<file path="config.mk">
export PLATFORM = sky130hd
export DESIGN_NAME = aes_req_arbiter
export DESIGN_NICKNAME = d
export VERILOG_FILES = /design/src/rtl/aes_pkg.sv /design/src/rtl/aes_rr_grant.sv /design/src/rtl/aes_req_arbiter.sv
export SDC_FILE = /design/constraint.sdc
export NUM_CORES = 1
export LEC_CHECK = 0
export BUFFER_PORTS_ARGS = -buffer_cell sky130_fd_sc_hd__buf_2
export CAP_MARGIN = 20
export CORE_AREA = 4 4 611 613
export DETAILED_ROUTE_END_ITERATION = 7
export DIE_AREA = 0 0 615 617
export PLACE_DENSITY_LB_ADDON = 0.3
export SKIP_CTS_REPAIR_TIMING = 1
export SLEW_MARGIN = 25
export SYNTH_ARGS = -nofsm -noshare
export SYNTH_HDL_FRONTEND = slang
export SYNTH_SLANG_ARGS = --single-unit
</file>
<file path="constraint.sdc">
create_clock -name AES_clk -period 3.63 [get_ports AES_clk]
set_input_delay 0.726 -clock AES_clk [delete_from_list [all_inputs] [get_ports AES_clk]]
set_output_delay 0.726 -clock AES_clk [all_outputs]
set_load 0.02 [all_outputs]
</file>
<file path="src/rtl/aes_pkg.sv">
// Shared types and constants for the AES request arbiter.
package aes_pkg;

  localparam int AES_BLOCK_W = 128;

  typedef enum logic [1:0] {
    IDLE = 2'd0,
    RUN  = 2'd1,
    RESP = 2'd2,
    GAP  = 2'd3
  } arb_state_e;

endpackage

</file>
<file path="src/rtl/aes_rr_grant.sv">
// Combinational round-robin pick: first asserted request at or after ptr_i,
// wrapping around, returned as a one-hot grant plus its index.
module aes_rr_grant #(
  parameter int NUM_REQ = 4,
  parameter int IDW     = $clog2(NUM_REQ)
) (
  input  logic [NUM_REQ-1:0] req_i,
  input  logic [IDW-1:0]     ptr_i,
  output logic [NUM_REQ-1:0] gnt_o,
  output logic [IDW-1:0]     idx_o,
  output logic               any_o
);

  logic [IDW-1:0] k;

  // Scan from the pointer upward; the first hit wins.
  always_comb begin
    gnt_o = '0;
    idx_o = '0;
    any_o = 1'b0;
    k     = '0;
    for (int off = 0; off < NUM_REQ; off++) begin
      k = IDW'((int'(ptr_i) + off) % NUM_REQ);
      if (!any_o && req_i[k]) begin
        any_o    = 1'b1;
        gnt_o[k] = 1'b1;
        idx_o    = k;
      end
    end
  end

endmodule

</file>
<file path="src/rtl/aes_req_arbiter.sv">
// Round-robin scheduler sharing one AES core between NUM_REQ requesters,
// with a watchdog that aborts jobs whose core never reports valid.
module aes_req_arbiter
  import aes_pkg::*;
#(
  parameter int NUM_REQ = 4,
  parameter int TIMEOUT = 64,
  parameter int IDW     = $clog2(NUM_REQ)
) (
  input  logic                           AES_clk,
  input  logic                           AES_rst,
  input  logic [NUM_REQ-1:0]             req_valid,
  output logic [NUM_REQ-1:0]             req_ready,
  input  logic [NUM_REQ*AES_BLOCK_W-1:0] req_data,
  input  logic [NUM_REQ*AES_BLOCK_W-1:0] req_key,
  output logic                           resp_valid,
  input  logic                           resp_ready,
  output logic [AES_BLOCK_W-1:0]         resp_data,
  output logic [IDW-1:0]                 resp_id,
  output logic                           resp_err,
  output logic                           core_en,
  output logic [AES_BLOCK_W-1:0]         core_data_in,
  output logic [AES_BLOCK_W-1:0]         core_key_in,
  input  logic [AES_BLOCK_W-1:0]         core_data_out,
  input  logic                           core_data_out_valid,
  output logic                           busy
);

  localparam int WDW = (TIMEOUT > 1) ? $clog2(TIMEOUT) : 1;
  localparam logic [WDW-1:0] WD_LAST = WDW'(TIMEOUT - 1);

  arb_state_e             state_q, state_d;
  logic [IDW-1:0]         rr_ptr_q, rr_ptr_d;
  logic [WDW-1:0]         wd_q, wd_d;
  logic [AES_BLOCK_W-1:0] op_data_q, op_data_d;
  logic [AES_BLOCK_W-1:0] op_key_q, op_key_d;
  logic [AES_BLOCK_W-1:0] resp_data_q, resp_data_d;
  logic [IDW-1:0]         resp_id_q, resp_id_d;
  logic                   resp_err_q, resp_err_d;

  logic [NUM_REQ-1:0]     gnt;
  logic [IDW-1:0]         gnt_idx;
  logic                   gnt_any;
  logic [AES_BLOCK_W-1:0] sel_data, sel_key;

  aes_rr_grant #(
    .NUM_REQ (NUM_REQ),
    .IDW     (IDW)
  ) u_grant (
    .req_i (req_valid),
    .ptr_i (rr_ptr_q),
    .gnt_o (gnt),
    .idx_o (gnt_idx),
    .any_o (gnt_any)
  );

  // Route the winning requester's plaintext and key toward the operand registers.
  always_comb begin
    sel_data = '0;
    sel_key  = '0;
    for (int i = 0; i < NUM_REQ; i++) begin
      if (gnt_idx == IDW'(i)) begin
        sel_data = req_data[i*AES_BLOCK_W +: AES_BLOCK_W];
        sel_key  = req_key[i*AES_BLOCK_W +: AES_BLOCK_W];
      end
    end
  end

  // Next-state logic: grant in IDLE, run/watchdog, hold response, one-cycle gap.
  always_comb begin
    state_d     = state_q;
    rr_ptr_d    = rr_ptr_q;
    wd_d        = wd_q;
    op_data_d   = op_data_q;
    op_key_d    = op_key_q;
    resp_data_d = resp_data_q;
    resp_id_d   = resp_id_q;
    resp_err_d  = resp_err_q;
    case (state_q)
      IDLE: begin
        // req_ready mirrors the grant, so any pick is a completed handshake.
        if (gnt_any) begin
          op_data_d = sel_data;
          op_key_d  = sel_key;
          resp_id_d = gnt_idx;
          rr_ptr_d  = IDW'((int'(gnt_idx) + 1) % NUM_REQ);
          wd_d      = '0;
          state_d   = RUN;
        end
      end
      RUN: begin
        // A core result in the expiry cycle still counts as success.
        if (core_data_out_valid) begin
          resp_data_d = core_data_out;
          resp_err_d  = 1'b0;
          state_d     = RESP;
        end else if (wd_q == WD_LAST) begin
          resp_data_d = '0;
          resp_err_d  = 1'b1;
          state_d     = RESP;
        end else begin
          wd_d = wd_q + WDW'(1);
        end
      end
      RESP: begin
        if (resp_ready) state_d = GAP;
      end
      GAP: begin
        state_d = IDLE;
      end
      default: state_d = IDLE;
    endcase
  end

  // State, pointer, watchdog, operand and response registers.
  always_ff @(posedge AES_clk) begin
    if (AES_rst) begin
      state_q     <= IDLE;
      rr_ptr_q    <= '0;
      wd_q        <= '0;
      op_data_q   <= '0;
      op_key_q    <= '0;
      resp_data_q <= '0;
      resp_id_q   <= '0;
      resp_err_q  <= 1'b0;
    end else begin
      state_q     <= state_d;
      rr_ptr_q    <= rr_ptr_d;
      wd_q        <= wd_d;
      op_data_q   <= op_data_d;
      op_key_q    <= op_key_d;
      resp_data_q <= resp_data_d;
      resp_id_q   <= resp_id_d;
      resp_err_q  <= resp_err_d;
    end
  end

  assign req_ready    = (state_q == IDLE) ? gnt : '0;
  assign core_en      = (state_q == RUN);
  assign core_data_in = op_data_q;
  assign core_key_in  = op_key_q;
  assign resp_valid   = (state_q == RESP);
  assign resp_data    = resp_data_q;
  assign resp_id      = resp_id_q;
  assign resp_err     = resp_err_q;
  assign busy         = (state_q != IDLE);

endmodule

</file>
### Word level (Yosys, flattened, before mapping)

Cells that the tools add are included.

* flip-flop bits (word level): 397
* latch bits: 0
* memory bits (writable): 0
* bits in read-only memories: 0
* input port bits: 1160
* output and inout port bits: 394
* memories kept: 0

* $add $sub $neg: 5
* multipliers: 0
* divide/modulo/power cells: 0
* $lt $le $gt $ge: 8
* equal/unequal tests: 12
* shift-type cells: 0
* multiplexer cells: 50
* bitwise logic cells: 3
* reduce and logical (&&, ||, !) cells: 19

Operators with widths (number)
* 2-to-1 mux 128 bit: 10
* 2-to-1 mux 4 bit: 5
* 2-to-1 mux 6 bit: 3
* 2-to-1 mux 2 bit: 8
* 2-to-1 mux 1 bit: 14
* < comparator 2 x 3 -> 1 bit (second input constant): 4
* bitwise OR 4 bit: 3
* case mux 6 bit (2 select lines): 1
* binary-select mux 1 bit (select 2 bit): 4
* demux 1 bit (select 2 bit): 4
* equality test 2 bit (second input constant): 4
* >= comparator 2 x 1 -> 1 bit (second input constant): 4
* case mux 2 bit (4 select lines): 1
* logical AND 1 bit: 7
* adder 6 x 1 -> 6 bit (second input constant): 1
* equality test 6 bit (second input constant): 1
* inequality test 2 bit (second input constant): 3
* nonzero test 2 bit: 3
* adder 2 x 1 -> 2 bit (second input constant): 2
* adder 2 bit (second input constant): 2
* equality test 2 x 1 -> 1 bit (second input constant): 2
* zero test 2 bit: 2
* AND reduction 2 bit: 2
* AND reduction 4 bit: 1
* 4 further kinds: 6

### Logic depth before layout (Yosys ltp)

* word-level depth: 17
* gate-level depth with buffers: 17
* mapped depth without buffers: 13

### By module

From an unflattened synthesis, not the netlist that was laid out.

* cells, all modules: 2765
* area total of the unflattened synthesis: 24265.8 um2

By module, submodules not included
* aes_req_arbiter: times used 1, cells each 2720, area each 23844.1 um2, seq. area each 7947.6 um2
* aes_rr_grant: times used 1, cells each 45, area each 421.7 um2, seq. area each 0.0 um2

### Least setup slack after synthesis

Ideal clock, no wire load.

* kind: register -> register
* start: reg rr_ptr_q[0]
* end: reg op_data_q[0] (netlist: core_data_in[0])
* library setup time: 0.059 ns
* arrival: 3.436 ns
* required time: 3.571 ns
* path slack: 0.136 ns
* stages on the path, launching flop included: 18
* path through: dfxtp_1 buf_4 inv_1 ha_1 or3b_1 a211o_1 a21oi_2 nor3_2 nor2_1 ha_1 buf_2 buf_2 buf_2 clkbuf_1 buf_2 a21oi_1 o21ai_1 o211a_1

* longest elaborated chain between the ends: 17
* elaborated cells on any way between the ends: 34
* classes of those cells: 3 x add/sub; 3 x eq/ne; 20 x mux; 8 x reduce/logical

RTL lines
* start, declared: RTL line aes_req_arbiter.sv:33 `logic [IDW-1:0] rr_ptr_q, rr_ptr_d;`
* start signal, assigned: RTL line aes_req_arbiter.sv:128 `rr_ptr_q <= rr_ptr_d;`
* branches (longest 11 deep; another with adder 2 x 1 -> 2 bit)
* 2-to-1 mux 2 bit (*): RTL line aes_rr_grant.sv:24 `if (!any_o && req_i[k]) begin`
* net gnt_idx[1]: RTL line aes_req_arbiter.sv:42 `logic [IDW-1:0] gnt_idx;`
* zero test 2 bit: RTL line aes_req_arbiter.sv:62 `if (gnt_idx == IDW'(i)) begin`
* 2-to-1 mux 128 bit (3 in series): RTL line aes_req_arbiter.sv:62
* 2-to-1 mux 128 bit (*): RTL line aes_req_arbiter.sv:62
* end signal, assigned: RTL line aes_req_arbiter.sv:130 `op_data_q <= op_data_d;`
* end, declared: RTL line aes_req_arbiter.sv:35 `logic [AES_BLOCK_W-1:0] op_data_q, op_data_d;`

Mark *: on every way through the listed nets, which the timed path passes. The select of a mux whose other input is x is not followed.
A chain may end at the register's enable or synchronous reset.

### Final worst setup path

* start: reg rr_ptr_q[1]
* end: reg op_key_q[45] (netlist: core_key_in[45])

* longest elaborated chain between the ends: 17
* elaborated cells on any way between the ends: 34
* classes of those cells: 3 x add/sub; 3 x eq/ne; 20 x mux; 8 x reduce/logical

RTL lines
* branches (longest 17 deep; another with adder 2 x 1 -> 2 bit)
* end signal, assigned: RTL line aes_req_arbiter.sv:131 `op_key_q <= op_key_d;`
* end, declared: RTL line aes_req_arbiter.sv:36 `logic [AES_BLOCK_W-1:0] op_key_q, op_key_d;`

Parallel ways; which one is timed is not known. The select of a mux whose other input is x is not followed.

==> reports/summary.txt <==
Layout area overhead -> 83.1%
Post-DR wirelength/cell -> 33.5 µm
Setup WS pre-CTS -> -0.380 ns
Post-synth top area share -> 35.6%
CP max stage cell -> or3b_1
Vias per cell -> 3.41
WP buf/inv -> 7
GR peak layer -> met2
Final setup viols -> 0
Chip Height -> 617 µm
Critical path class -> register to register
Fmax achieved -> 278 MHz
Slew HR -> 39.7%
Final hold vios -> 0
CTS Buffer Depth -> 3
Mapped Cells -> 2,903
Placed Instance Area -> 0.0375 mm²
Routed Antenna Nets -> 2
Die area -> 0.379 mm²
Non-filler instance count after layout -> 9,524
Warnings from Yosys -> 0
HPWL after DPL -> 282 mm
TritonCTS Buffers -> 59
Delay-heaviest family, CP -> buffers and inverters
Worst reg2reg path depth -> 19
Share of cells above drive strength 1 -> 45.6%
Ranking of synthesized cells by area -> dfxtp_1 36%, a21oi_1 17%, o211a_1 11%
Clock sink count -> 397
CP Depth -> 19
Post-synth EDFFs -> 0
Syn_nets -> 4,079
Met2 usage -> 28.5%
Worst VDD drop -> 0.588 mV
Via Count -> 32,500
Largest family of logic cells by synthesized area -> compound AO/OA/AOI/OAI gates
Most used DFF post-synth -> dfxtp_1
TritonCTS clock tree -> built
Post-synth ARST share -> 0%
Fin. max-slew vios -> 0
Synth top cells by count -> 774 x a21oi_1, 397 x dfxtp_1, 260 x nand2_1, 256 x nand3b_1, 254 x o211a_1
CP Launch Type -> register
Crit path from -> rr_ptr_q[1]
H-tree depth -> 2
Clock Latency Late Sink -> 0.76 ns
Crit path DAT -> 4.22 ns
Reg2reg start -> rr_ptr_q[1]
Pwr Density -> 1040 mW/mm²
Min Hold Slack -> 0.206 ns
Final Cell Area -> 0.0408 mm²
Drt first pass iters -> 6
Nets@finish -> 5,676
Final GP Congestion -> 0.943
Register bit total from synthesis -> 397
Synth Area in Simple Gates -> 16.3%
Vias in the first global route -> 30,200
Run status -> finished with violations
Critical path capture point -> core_key_in[45]
Largest net degree at the start of global routing -> 136
GRT overflow -> 0
FP Rows -> 223
Failing checks -> antenna rules
Worst Skew -> 0.0411 ns
CP Cell Sequence -> inv_2, ha_4, or3b_1, a211o_1, a21oi_2, nor3_2, or2_4, buf_6, ha_4, buf_12, buf_12, clkbuf_16, buf_4, nand3b_1, a21oi_1, a21oi_1, o21ai_1, buf_4, o211a_1
Max-Cap Viols -> 0
Worst-Margin Slew -> 0.905 ns
Worst hold path class -> input pin to register
Drt drc -> 0
Width of the die -> 615 µm
IO buf count -> 1,553
RSZ-0062 raised after global routing -> true
CP Capture Type -> register
Grt met1 use -> 16.3%
Pleak -> 18.6 nW
Antenna violations before repair -> 378
Clock root cell -> clkbuf_16
Top Ports -> 1,554
Reg clk slew, reported paths -> 0.06 ns
Reg2reg end -> core_key_in[45]
Number of DRC markers in iteration 0 -> 2,644
Post-synth design cell area -> 0.0223 mm²
Post-Route WL -> 319 mm
Top-count cell post-synth -> a21oi_1
Area leader, netlist -> dfxtp_1
Mux contribution to synthesized area -> 0.527%
Synth Area per Inst -> 7.68 µm²
Reg2Reg Setup Slack -> 0.03 ns
Final core area utilization -> 11.1%
Initial Util -> 6.06%
Core ar. -> 0.368 mm²
Final worst setup slack -> 0.0314 ns
Fillers -> 43,100
Synthesized-area fraction occupied by adder cells -> 0.898%
Max FO, Critical Path -> 10
Crit path time final -> 3.60 ns
Met3 GRT Util -> 6.64%
Distinct cells, synth -> 50
Seq/Total Area, Yosys -> 35.6%
Gr usage total -> 15.7%
Crit share post-route -> 99.1%
CP Data Required Time -> 4.26 ns
Post-Synth XOR/XNOR Area -> 0.157%
CP max stage delay -> 0.37 ns
Compound-cell area share of the yosys netlist -> 40.0%
Placed Instances -> 9,256
First-pass GRT wire length -> 382 mm
==> stage by stage <==
step                power (mW)  setup TNS [ns]
detailed placement        34.3          -20.61
global route              44.9          -0.171
floorplan                 20.5               0
finish                    42.4               0
global placement          34.4          -24.09
CTS                       41.2           -8.98
==> cell usage in the layout (no fill, tap or decap), types with 15 or more instances in the layout <==
master / synthesis / layout
o21ai_0: 61 / 55
diode_2: 0 / 138
clkbuf_16: 0 / 68
a22oi_1: 132 / 132
o211a_1: 254 / 254
a21oi_1: 774 / 710
dfxtp_1: 397 / 395
buf_4: 21 / 247
a21oi_2: 1 / 63
buf_2: 49 / 1551
o21ai_1: 201 / 195
buf_6: 2 / 15
nand3b_1: 256 / 256
nand2_1: 260 / 259
buf_12: 0 / 43
nor2_1: 141 / 139
==> flip-flops by register name (all words and copies together), names as in the netlist <==
| register | count |
|---|---|
| resp_err | 1 |
| rr_ptr_q | 2 |
| wd_q | 6 |
| resp_data | 128 |
| state_q | 2 |
| core_key_in | 128 |
| resp_id | 2 |
| core_data_in | 128 |
==> kinds of logic after synthesis <==
kind of cell,after synthesis
muxes,9
xor gates and xnor gates,4
AOI/OAI and AO/OA,1446
buffers and inverters,342
adders and majority gates,16
DFF,397
and+or+nand+nor,689
==> final cells by class <==
cell class	instances	area [µm²]	area share, %
clock inverter	26	454	1.11
antenna	138	345	0.846
multi-input combinational	2164	13300	32.7
sequential	397	7950	19.5
timing repair buffer	1868	11000	26.8
tap	4837	6050	14.8
inverter	10	45.0	0.110
clock buffer	84	1690	4.14
==> routing by layer <==
metal,routed length (µm),up-vias
li1,-,14100
met1,112000,15600
met2,162000,1777
met3,30900,805
met4,13300,172
met5,1180,-
==> report_power, final <==
| group | switching (mW) | total (mW) | internal (mW) |
|---|---|---|---|
| combinational | 18.4 | 29.3 | 10.9 |
| clock | 2.76 | 6.65 | 3.89 |
| sequential | 0.793 | 6.44 | 5.65 |
| total | 21.9 | 42.4 | 20.5 |
==> worst min-delay path, cell delays in order <==
cell,delay (ns)
buf_2,0.08
a22oi_1,0.05
nor2_1,0.07
==> how the worst min path moves through the flow <==
stage	from	end	slack, ns	cells after the start
finish	core_data_out[102]	resp_data[102]	0.21	3
CTS	core_data_out[120]	resp_data[120]	0.10	3
detailed placement	core_key_in[114]	core_key_in[114]	0.48	1
global placement	core_data_in[65]	core_data_in[65]	0.48	1
floorplan	wd_q[4]	wd_q[4]	0.48	2
global route	core_data_out[111]	resp_data[111]	0.14	3
(Power assumes the default switching activity.)
